`config.mk`:
```
export PLATFORM = sky130hd
export DESIGN_NAME = mux_arb2
export DESIGN_NICKNAME = d
export VERILOG_FILES = /design/src/rtl/mux_arb2_pkg.sv /design/src/rtl/mux_arb2_mux.sv /design/src/rtl/mux_arb2.sv
export SDC_FILE = /design/constraint.sdc
export NUM_CORES = 1
export LEC_CHECK = 0
export ABC_AREA = 1
export CAP_MARGIN = 20
export CORE_MARGIN = 1
export CORE_UTILIZATION = 40
export DETAILED_ROUTE_END_ITERATION = 10
export PLACE_DENSITY = 0.8
export SYNTH_ARGS = -nofsm -noshare
export SYNTH_HDL_FRONTEND = slang
export SYNTH_SLANG_ARGS = --single-unit
```
`constraint.sdc`:
```
create_clock -name clk -period 3.77 [get_ports clk]
set_input_delay 0.377 -clock clk [delete_from_list [all_inputs] [get_ports clk]]
set_output_delay 0.377 -clock clk [all_outputs]
set_load 0.01 [all_outputs]
```
`src/rtl/mux_arb2_pkg.sv`:
```
// Shared types and constants for the two-input arbitrating mux.
package mux_arb2_pkg;

    typedef enum logic {
        EMPTY = 1'b0,
        FULL  = 1'b1
    } out_state_e;

    localparam int unsigned CNT_W = 16;

endpackage

```
`src/rtl/mux_arb2_mux.sv`:
```
// 1-bit 2:1 multiplexer; selects i1 when s is high.
module mux_arb2_mux (
    output logic Y,
    input  logic i0,
    input  logic i1,
    input  logic s
);

    assign Y = s ? i1 : i0;

endmodule

```
`src/rtl/mux_arb2.sv`:
```
// Two-requester round-robin arbiter feeding a one-entry registered output stream.
// Optional per-requester transfer counters are enabled by defining MUX_ARB2_STATS_EN.
module mux_arb2
    import mux_arb2_pkg::*;
#(
    parameter int unsigned WIDTH = 8
) (
    input  logic             clk,
    input  logic             rst,
    input  logic [WIDTH-1:0] i0,
    input  logic             i0_valid,
    output logic             i0_ready,
    input  logic [WIDTH-1:0] i1,
    input  logic             i1_valid,
    output logic             i1_ready,
    output logic             s,
`ifdef MUX_ARB2_STATS_EN
    output logic [CNT_W-1:0] cnt0,
    output logic [CNT_W-1:0] cnt1,
`endif
    output logic [WIDTH-1:0] Y,
    output logic             y_valid,
    input  logic             y_ready
);

    out_state_e       r_state;
    logic             r_prio;
    logic [WIDTH-1:0] r_y;

    logic             w_can_load;
    logic             w_xfer0;
    logic             w_xfer1;
    logic             w_xfer;
    logic [WIDTH-1:0] w_mux_y;

    // Ready is held low during reset so nothing is accepted on a reset edge.
    assign w_can_load = !rst && ((r_state == EMPTY) || y_ready);

    always_comb begin
        s = r_prio;
        unique case ({i1_valid, i0_valid})
            2'b01:   s = 1'b0;
            2'b10:   s = 1'b1;
            default: s = r_prio;
        endcase
    end

    assign i0_ready = w_can_load && !s;
    assign i1_ready = w_can_load && s;
    assign w_xfer0  = i0_valid && i0_ready;
    assign w_xfer1  = i1_valid && i1_ready;
    assign w_xfer   = w_xfer0 || w_xfer1;

    for (genvar g = 0; g < WIDTH; g++) begin : g_mux
        mux_arb2_mux u_mux (
            .Y  (w_mux_y[g]),
            .i0 (i0[g]),
            .i1 (i1[g]),
            .s  (s)
        );
    end

    always_ff @(posedge clk) begin
        if (rst) begin
            r_state <= EMPTY;
            r_y     <= '0;
            r_prio  <= 1'b0;
        end else if (w_xfer) begin
            r_state <= FULL;
            r_y     <= w_mux_y;
            r_prio  <= ~s;
        end else if (y_ready) begin
            r_state <= EMPTY;
        end
    end

    assign Y       = r_y;
    assign y_valid = (r_state == FULL);

`ifdef MUX_ARB2_STATS_EN
    logic [CNT_W-1:0] r_cnt0;
    logic [CNT_W-1:0] r_cnt1;

    always_ff @(posedge clk) begin
        if (rst) begin
            r_cnt0 <= '0;
            r_cnt1 <= '0;
        end else begin
            if (w_xfer0 && (r_cnt0 != {CNT_W{1'b1}})) begin
                r_cnt0 <= r_cnt0 + 1'b1;
            end
            if (w_xfer1 && (r_cnt1 != {CNT_W{1'b1}})) begin
                r_cnt1 <= r_cnt1 + 1'b1;
            end
        end
    end

    assign cnt0 = r_cnt0;
    assign cnt1 = r_cnt1;
`endif

endmodule

```
==> run_results.csv, run 1 <==
group,metric,value,unit
route,routed_via_density,4.70,
synthesis,synthMuxAreaShare,0,%
route,antenna_left,0,
setup_path,arrival,2.36,ns
power_and_ir_drop,p_leak,0.000492,µW
global_route,grt-ovfl-total,0,
clock_tree,clk_pin_slew,0.07,ns
synthesis,synth_seq_area_share,30.5,%
placed_design,dp_slack,1.03,ns
setup_path,worst-endpoint-required,3.39,ns
clock_tree,cts_setup_buffers,0,
placed_design,placed_area,970,µm²
power_and_ir_drop,powerDensity,335,nW/µm²
synthesis,synth.distinct_cells,17,
global_route,grt_first_pass_wirelength,2.53,mm
setup_path,critPathLaunchType,"input port",
layout,antennaDiodeCount,0,
sta,slew_headroom,73.5,%
synthesis,synthAdderAreaFrac,1.90,%
placed_design,portBuffers,32,
clock_tree,postCtsHoldBufs,0,
clock_tree,cts_tree,"yes",
setup_path,path_max_fanout,11,
layout,final-instance-count-excl-fill,152,
synthesis,yosysTopAreaCell,"dfxtp_1",
sta,finalSetupViolCount,0,
clock_tree,cts_resized,0,
synthesis,synth_top_family_by_area,"simple AND/OR/NAND/NOR gates",
sta,final_hold_viol_count,0,
clock_tree,h-tree-depth,1,
synthesis,synth-edff-count,0,
clock_tree,cts_sinks,10,
layout,final_nets,159,
route,route.detailed.drc,0,
setup_path,end_kind,"primary output",
sta,rsz0062_at_grt,"false",
placed_design,dp_cells,148,
synthesis,syn-cell-area,657,µm²
layout,ff_latch_area,200,µm²
route,drt_iter0_drc,14,
synthesis,ys_ff_latch,10,
die,die-area,1810,µm²
global_route,globalRouteTotalUtil,18.0,%
clock_tree,insertion_delay,0.26,ns
synthesis,synth.top_cell.area_share,30.5,%
layout,postLayoutCellArea,1010,µm²
clock_tree,cts_buffer_depth,2,
layout,multiInputGateArea,365,µm²
sta,tightestPinTransition,0.397,ns
power_and_ir_drop,ir_drop,157,µV
synthesis,yosys-top-cells-count,"39 x nand2_1, 15 x inv_1, 11 x nor2_1, 10 x dfxtp_1",
route,vias,715,
synthesis,synth_most_common_cell,"nand2_1",
sta,fin_crit_sh,72.5,%
die,die_x,42.5,µm
sta,min_period,2.73,ns
sta,skew,0.00146,ns
clock_tree,cts_root_buf,"clkbuf_4",
synthesis,synth_xor_area_share,0,%
layout,fin_util,66.0,%
sta,clock.fmax,366,MHz
placed_design,hpwl,1.14,mm
placed_design,gp_congestion,0.650,
route,wire_per_inst,9.88,µm
synthesis,async_flop_share,0,%
route,drt-pass1-iter-count,4,
synthesis,synth_top_flop_cell,"dfxtp_1",
route,drt-total-wl,1.50,mm
die,placementRows,14,
run,drv_cap,0,
sta,setup_slack,1.04,ns
hold_path,hold_path_class,"reg -> reg",
global_route,antenna_found_initial,0,
die,core,1520,µm²
die,ioPinCount,33,
layout,syn_to_final_growth,53.1,%
global_route,grt_max_degree,19,
die,start_util,43.1,%
setup_path,critPathKind,"in -> out",
clock_tree,cts_made_buffers,3,
synthesis,yosysWarnings,0,
synthesis,synth_area_leaders,"dfxtp_1 30%, nand2_1 22%, inv_1 8.6%",
die,dieHeight,42.5,µm
sta,fin_tns_setup,0,ns
synthesis,synth.net_count,125,
status,status,"finished clean",
global_route,grt_pass1_vias,647,
layout,drive_above_1_share,8.82,%
synthesis,yosys.area_share.simple,42.5,%
synthesis,synth-compound-area-share,11.2,%
synthesis,syn_inst,103,
layout,fillCellCount,155,
synthesis,syn_avg_cell_area,6.38,µm²
sta,drv_slew,0,
## stage by stage
| stage | total power [µW] | hold WS, ns |
|---|---|---|
| after detailed placement | 241 | 0.475 |
| after CTS | 341 | 0.484 |
| after global placement | 238 | 0.470 |
| after floorplan | 188 | 0.446 |
| after global routing | 358 | 0.497 |
| final | 337 | 0.481 |
## metal layers
layer	share of wire [%]	GRT usage, %
met5	0	0
met4	0	5.63
met3	8.0	5.60
met2	51	32.0
met1	41	20.4
## cell usage in the layout (no fill, tap or decap), drive strengths merged
| master | n |
|---|---|
| nand3 | 10 |
| o21ai | 1 |
| ha | 1 |
| nand2 | 40 |
| nor2 | 11 |
| clkinv | 1 |
| a21oi | 10 |
| inv | 16 |
| clkbuf | 4 |
| dfxtp | 10 |
| clkdlybuf4s50 | 32 |
## registers in the layout (all words and copies together) (netlist names)
signal,count
y_valid,1
Y,8
r_prio,1
## cells by family after synthesis
kind of cell / Yosys count
buffers and inverters: 20
flip-flops: 10
AO/OA/AOI/OAI: 11
AND/OR/NAND/NOR: 61
adder cells (fa/ha/maj): 1
## critical path, cell delays in order
cell and delay [ns]:
clkdlybuf4s50_1 0.52, inv_1 0.06, ha_1 0.31, inv_1 0.06, nand2_1 0.06, nand2_1 0.24, nor2_1 0.17, clkdlybuf4s50_1 0.55
## power by group
part,total [µW],leakage [µW],switching (µW),internal [µW]
combinational,116,0.000389,55.3,60.7
sequential,122,0.0000822,5.66,116
clock,99.8,0.0000210,41.2,58.6
## worst paths after layout
check / from / end / slack [ns] / cells after the start
max: i0_valid / i0_ready / 1.04 / 8
min: r_prio / r_prio / 0.48 / 2
max reg2reg: r_prio / Y[0] / 2.45 / 5
min reg2reg: r_prio / r_prio / 0.48 / 2
## area by class of cell
cell class / count / area share, %
multi-input cells: 73 / 36.3
repair buffers: 32 / 31.8
flip-flops and latches: 10 / 19.9
inverters: 17 / 6.34
clock buffers: 4 / 3.61
well taps: 16 / 1.99
Note: power is estimated with default switching activity, not from simulation.
==> run 2, diff against run 1 <==
--- a/config.mk
+++ b/config.mk
@@ -8,9 +8,9 @@
 export ABC_AREA = 1
 export CAP_MARGIN = 20
 export CORE_MARGIN = 1
-export CORE_UTILIZATION = 40
+export CORE_UTILIZATION = 35
 export DETAILED_ROUTE_END_ITERATION = 10
-export PLACE_DENSITY = 0.8
+export PLACE_DENSITY = 0.74
 export SYNTH_ARGS = -nofsm -noshare
 export SYNTH_HDL_FRONTEND = slang
 export SYNTH_SLANG_ARGS = --single-unit
==> constraint.sdc (replaced) <==
create_clock -name clk -period 2.4 [get_ports clk]
set_input_delay 0.24 -clock clk [delete_from_list [all_inputs] [get_ports clk]]
set_output_delay 0.24 -clock clk [all_outputs]
set_load 0.01 [all_outputs]
==> run_results.csv, run 2 (same netlist as run 1, synthesis figures left out) <==
group,metric,value,unit
setup_path,arrival,2.01,ns
clock_tree,cts_made_buffers,3,
die,core,1750,µm²
route,routed_via_density,4.41,
sta,skew,0.00593,ns
global_route,antenna_found_initial,0,
sta,final_hold_viol_count,0,
setup_path,worst-endpoint-required,2.16,ns
die,die-area,2050,µm²
route,wire_per_inst,9.29,µm
sta,slew_headroom,82.6,%
route,drt-total-wl,1.52,mm
placed_design,dp_slack,0.174,ns
power_and_ir_drop,p_comb_share,35.5,%
clock_tree,cts_tree,"yes",
placed_design,portBuffers,32,
route,antenna_left,0,
sta,hold_ws,0.485,ns
layout,final_common_cell,"nand2_1",
sta,min_period,2.25,ns
sta,drv_slew,0,
die,ioPinCount,33,
setup_path,critPathTopFamily,"buffers and inverters",
setup_path,cpPeakStageDelay,0.54,ns
clock_tree,cts_buffer_depth,2,
sta,fin_crit_sh,93.6,%
placed_design,gp_congestion,0.789,
setup_path,crit_slowest_cell,"clkdlybuf4s50_1",
power_and_ir_drop,swShare,30.1,%
die,die_x,45.3,µm
sta,rsz0062_at_grt,"false",
route,vias,723,
global_route,grt_pass1_vias,565,
layout,final_nets,162,
setup_path,end_kind,"primary output",
layout,fillCellCount,170,
setup_path,critPathLaunchType,"input port",
setup_path,cp.buffers_inverters,4,
sta,fin_tns_setup,0,ns
layout,largest_reg_flops,8,
global_route,grt-ovfl-total,0,
placed_design,placed_area,1000,µm²
global_route,globalRouteTotalUtil,15.8,%
clock_tree,postCtsHoldBufs,0,
layout,ff_latch_area,200,µm²
die,start_util,37.6,%
layout,antennaDiodeCount,0,
clock_tree,cts_resized,0,
die,placementRows,15,
power_and_ir_drop,p_leak,0.000507,µW
sta,finalSetupViolCount,0,
power_and_ir_drop,powerDensity,517,nW/µm²
power_and_ir_drop,p_clk_share,29.0,%
layout,postLayoutCellArea,1040,µm²
route,drt-pass1-iter-count,4,
layout,syn_to_final_growth,58.3,%
sta,setup_slack,0.153,ns
route,route.detailed.drc,0,
global_route,grt_max_degree,19,
layout,drive_above_1_share,10.8,%
layout,mostFrequentLayoutCells,"39 x nand2_1, 32 x clkdlybuf4s50_1, 15 x inv_1, 11 x nor2_1, 10 x dfxtp_1",
clock_tree,clk_pin_slew,0.07,ns
sta,tightestPinTransition,0.259,ns
clock_tree,h-tree-depth,1,
clock_tree,insertion_delay,0.27,ns
power_and_ir_drop,netSwitchingPower,162,µW
power_and_ir_drop,intPower,376,µW
clock_tree,cts_setup_buffers,0,
global_route,grt_first_pass_wirelength,2.28,mm
route,drt_iter0_drc,10,
hold_path,hold_path_class,"reg -> reg",
placed_design,hpwl,1.16,mm
setup_path,critPathKind,"in -> out",
die,dieHeight,45.3,µm
setup_path,cp_cell_sequence,"clkdlybuf4s50_1 -> inv_1 -> ha_1 -> inv_1 -> nand2_1 -> nand2_1 -> nor2_1 -> clkdlybuf4s50_1",
clock_tree,cts_root_buf,"clkbuf_4",
power_and_ir_drop,p_seq_share,35.5,%
clock_tree,cts_sinks,10,
setup_path,path_max_fanout,4,
sta,clock.fmax,445,MHz
run,drv_cap,0,
layout,multiInputGateArea,365,µm²
status,status,"finished clean",
power_and_ir_drop,ir_drop,320,µV
## run 2: changes by cell type in the layout (fill, tap and decap cells not counted)
cell   change
buf_4      +3
## run 2: power by group through the flow
| stage | combinational (µW) | clock [µW] | sequential, µW |
|---|---|---|---|
| 4_1_cts | 192 | 157 | 191 |
| 2_1_floorplan | 93.5 | 0 | 202 |
| 5_1_grt | 213 | 165 | 193 |
| 6_report | 191 | 156 | 191 |
| 3_3_place_gp | 189 | 0 | 194 |
| 3_5_place_dp | 192 | 0 | 195 |
## run 2: final cells by class
cell class,instances,share of cell area [%]
flip-flops and latches,10,19.3
inverters,17,6.14
well taps,25,3.01
multi-input cells,73,35.1
clock buffers,4,3.49
repair buffers,35,33.0
## run 2: tightest hold or removal path, stage by stage, from the launching register on
cell	delay [ns]
dfxtp_1	0.32
nand2_1	0.07
a21oi_1	0.05
## run 2: final timing paths
check,slack (ns),end,start,cells past startpoint
max,0.15,i0_ready,i0_valid,8
min,0.49,r_prio,r_prio,2
max reg2reg,1.10,y_valid,r_prio,8
min reg2reg,0.49,r_prio,r_prio,2
## run 2: stage by stage
stage,instances,power [µW],util (%)
6_report,164,537,59.6
2_1_floorplan,103,295,-
3_5_place_dp,160,386,57.5
5_1_grt,164,571,59.6
4_1_cts,164,541,59.6
3_3_place_gp,160,383,57.5
## run 2: routing by layer
| layer | vias to the layer above | global-route usage (%) | wire length [µm] |
|---|---|---|---|
| met5 | - | 0 | 0 |
| met4 | 0 | 7.27 | 19 |
| met3 | 2 | 5.20 | 95 |
| met2 | 23 | 24.3 | 737 |
| met1 | 313 | 19.9 | 672 |
| li1 | 385 | - | - |
==> RTL edit (settings of run 1) <==
The parameter `WIDTH` goes from 8 to 7.
--- a/src/rtl/mux_arb2.sv
+++ b/src/rtl/mux_arb2.sv
@@ -3,7 +3,7 @@
 module mux_arb2
     import mux_arb2_pkg::*;
 #(
-    parameter int unsigned WIDTH = 8
+    parameter int unsigned WIDTH = 7
 ) (
     input  logic             clk,
     input  logic             rst,
Interface: changed (resized Y, i0 and i1); port bits go from 33 to 30. The function was not compared with the original's and may differ.
==> RTL edit against run 1 <==
  * First-iteration DRC count down 86%
  * Non-clock buffer count down 3
  * Clock skew down 0.0011 ns
  * Total power down 12%
  * Wire length down 2.2%
  * Sequential cell count down 1
  * Synthesized area down 5.1%
  * Setup slack better by 0.17 ns
  * Critical path depth unchanged
  * Design area down 7.0%
  * Largest power group is now combinational cells
==> RTL edit: results (changes against run 1) <==
run status=complete, no violations (unchanged); synth top area cells=dfxtp_1 (29%), nand2_1 (20%), inv_1 (9.0%), a21oi_2 (7.0%), nor2_1 (6.0%) (was dfxtp_1 (30%), nand2_1 (22%), inv_1 (8.6%), nor2_1 (6.3%), a21oi_1 (5.3%)); slowest stage delay, CP=0.53 ns (was 0.55 ns); Least-Margin Pin Slew=0.260 ns (was 0.397 ns); Vias=656 (was 715); max reg flops=7 (was 8); Tot GR Track Use=0.183 (was 0.180); n_diodes=0 (unchanged); CP max-delay cell=clkdlybuf4s50_1 (unchanged); drt pass-1 iters=4 (unchanged); Critical Path Start=i0_valid (unchanged); Routability Congestion=0.751 (was 0.650); Placement Rows=13 (was 14); CP required=3.39 ns (about the same); drt total wl=1470 µm (was 1500 µm); Netlist cell types=15 (was 17); post-synthesis sequential area ratio=0.289 (was 0.305); CTS buffer count=3 (unchanged); vias in the first global route=587 (was 647); post-CTS sizing=0 (unchanged); Root Driver=clkbuf_4 (unchanged); start point of the worst hold path=r_prio (unchanged); Synth top cells by count=nand2_1 (34), inv_1 (15), nor2_1 (10), dfxtp_1 (9) (was nand2_1 (39), inv_1 (15), nor2_1 (11), dfxtp_1 (10)); Net Count, Synth=113 (was 125); worst r2r src=r_prio (unchanged); Peak VDD IR=0.000178 V (was 0.000157 V); Post-CTS Repair Setup Buffers=0 (unchanged); IO buf count=29 (was 32); fin nets=145 (was 159); worst clock skew=0.000385 ns (was 0.00146 ns); Worst Setup Slack post-DPL=1.21 ns (was 1.03 ns); dpl hpwl=1110 µm (was 1140 µm); layout cell share with drive strength beyond 1=0.129 (was 0.0882); Initial DRC Count=2 (was 14); largest net degree at the start of global routing=17 (was 19); Lkg Pwr=0.454 nW (was 0.492 nW); clk slew on worst S/H paths=0.06 ns; CP Max Fanout=9 (was 11); first-pass GRT wire length=2460 µm (was 2530 µm)
RTL edit: cell type report:
class / count / area [µm²]
Clock buffer: 4 / 26.3
Fill cell: 127 / 430
Timing Repair Buffer: 29 / 290
Inverter: 16 / 60.1
Sequential cell: 9 / 180
Tap cell: 15 / 18.8
Multi-Input combinational cell: 66 / 360
RTL edit: cells by family (layout without fill, tap and decap cells):
| logic type | count (synthesis) | after routing | synth area share |
|---|---|---|---|
| buf+inv | 18 | 49 | 0.133 |
| compound gates | 10 | 10 | 0.129 |
| simple gates | 55 | 55 | 0.430 |
| flops | 9 | 9 | 0.289 |
| fa+ha+maj | 1 | 1 | 0.0201 |
RTL edit: metrics by stage:
stage | power (mW) | hold WS [ns] | std cells | util | area (µm²)
detailed placement | 0.223 | 0.481 | 135 | 0.666 | 910
finish | 0.295 | 0.490 | 139 | 0.685 | 936
CTS | 0.299 | 0.491 | 139 | 0.685 | 936
global route | 0.314 | 0.525 | 139 | 0.685 | 936
floorplan | 0.174 | 0.446 | 93 | - | 623
global placement | 0.220 | 0.467 | 135 | 0.666 | 910
RTL edit: final timing paths:
check | endpoint | slack [ns] | cells after the start
min | r_prio | 0.49 | 2
min reg2reg | r_prio | 0.49 | 2
max reg2reg | y_valid | 2.55 | 7
max | i1_ready | 1.21 | 8
RTL edit: routing by layer:
metal | vias to the layer above | GRT usage | wire, µm
met1 | 280 | 0.220 | 658
met4 | 0 | 0.0774 | 11
met5 | - | 0 | 0
li1 | 345 | - | -
met2 | 29 | 0.313 | 664
met3 | 2 | 0.0391 | 134
RTL edit: power by group:
part	switching [mW]	internal, mW	total [mW]
clock network	0.0341	0.0408	0.0749
registers	0.00520	0.104	0.110
logic	0.0540	0.0571	0.111
total	0.0933	0.202	0.295
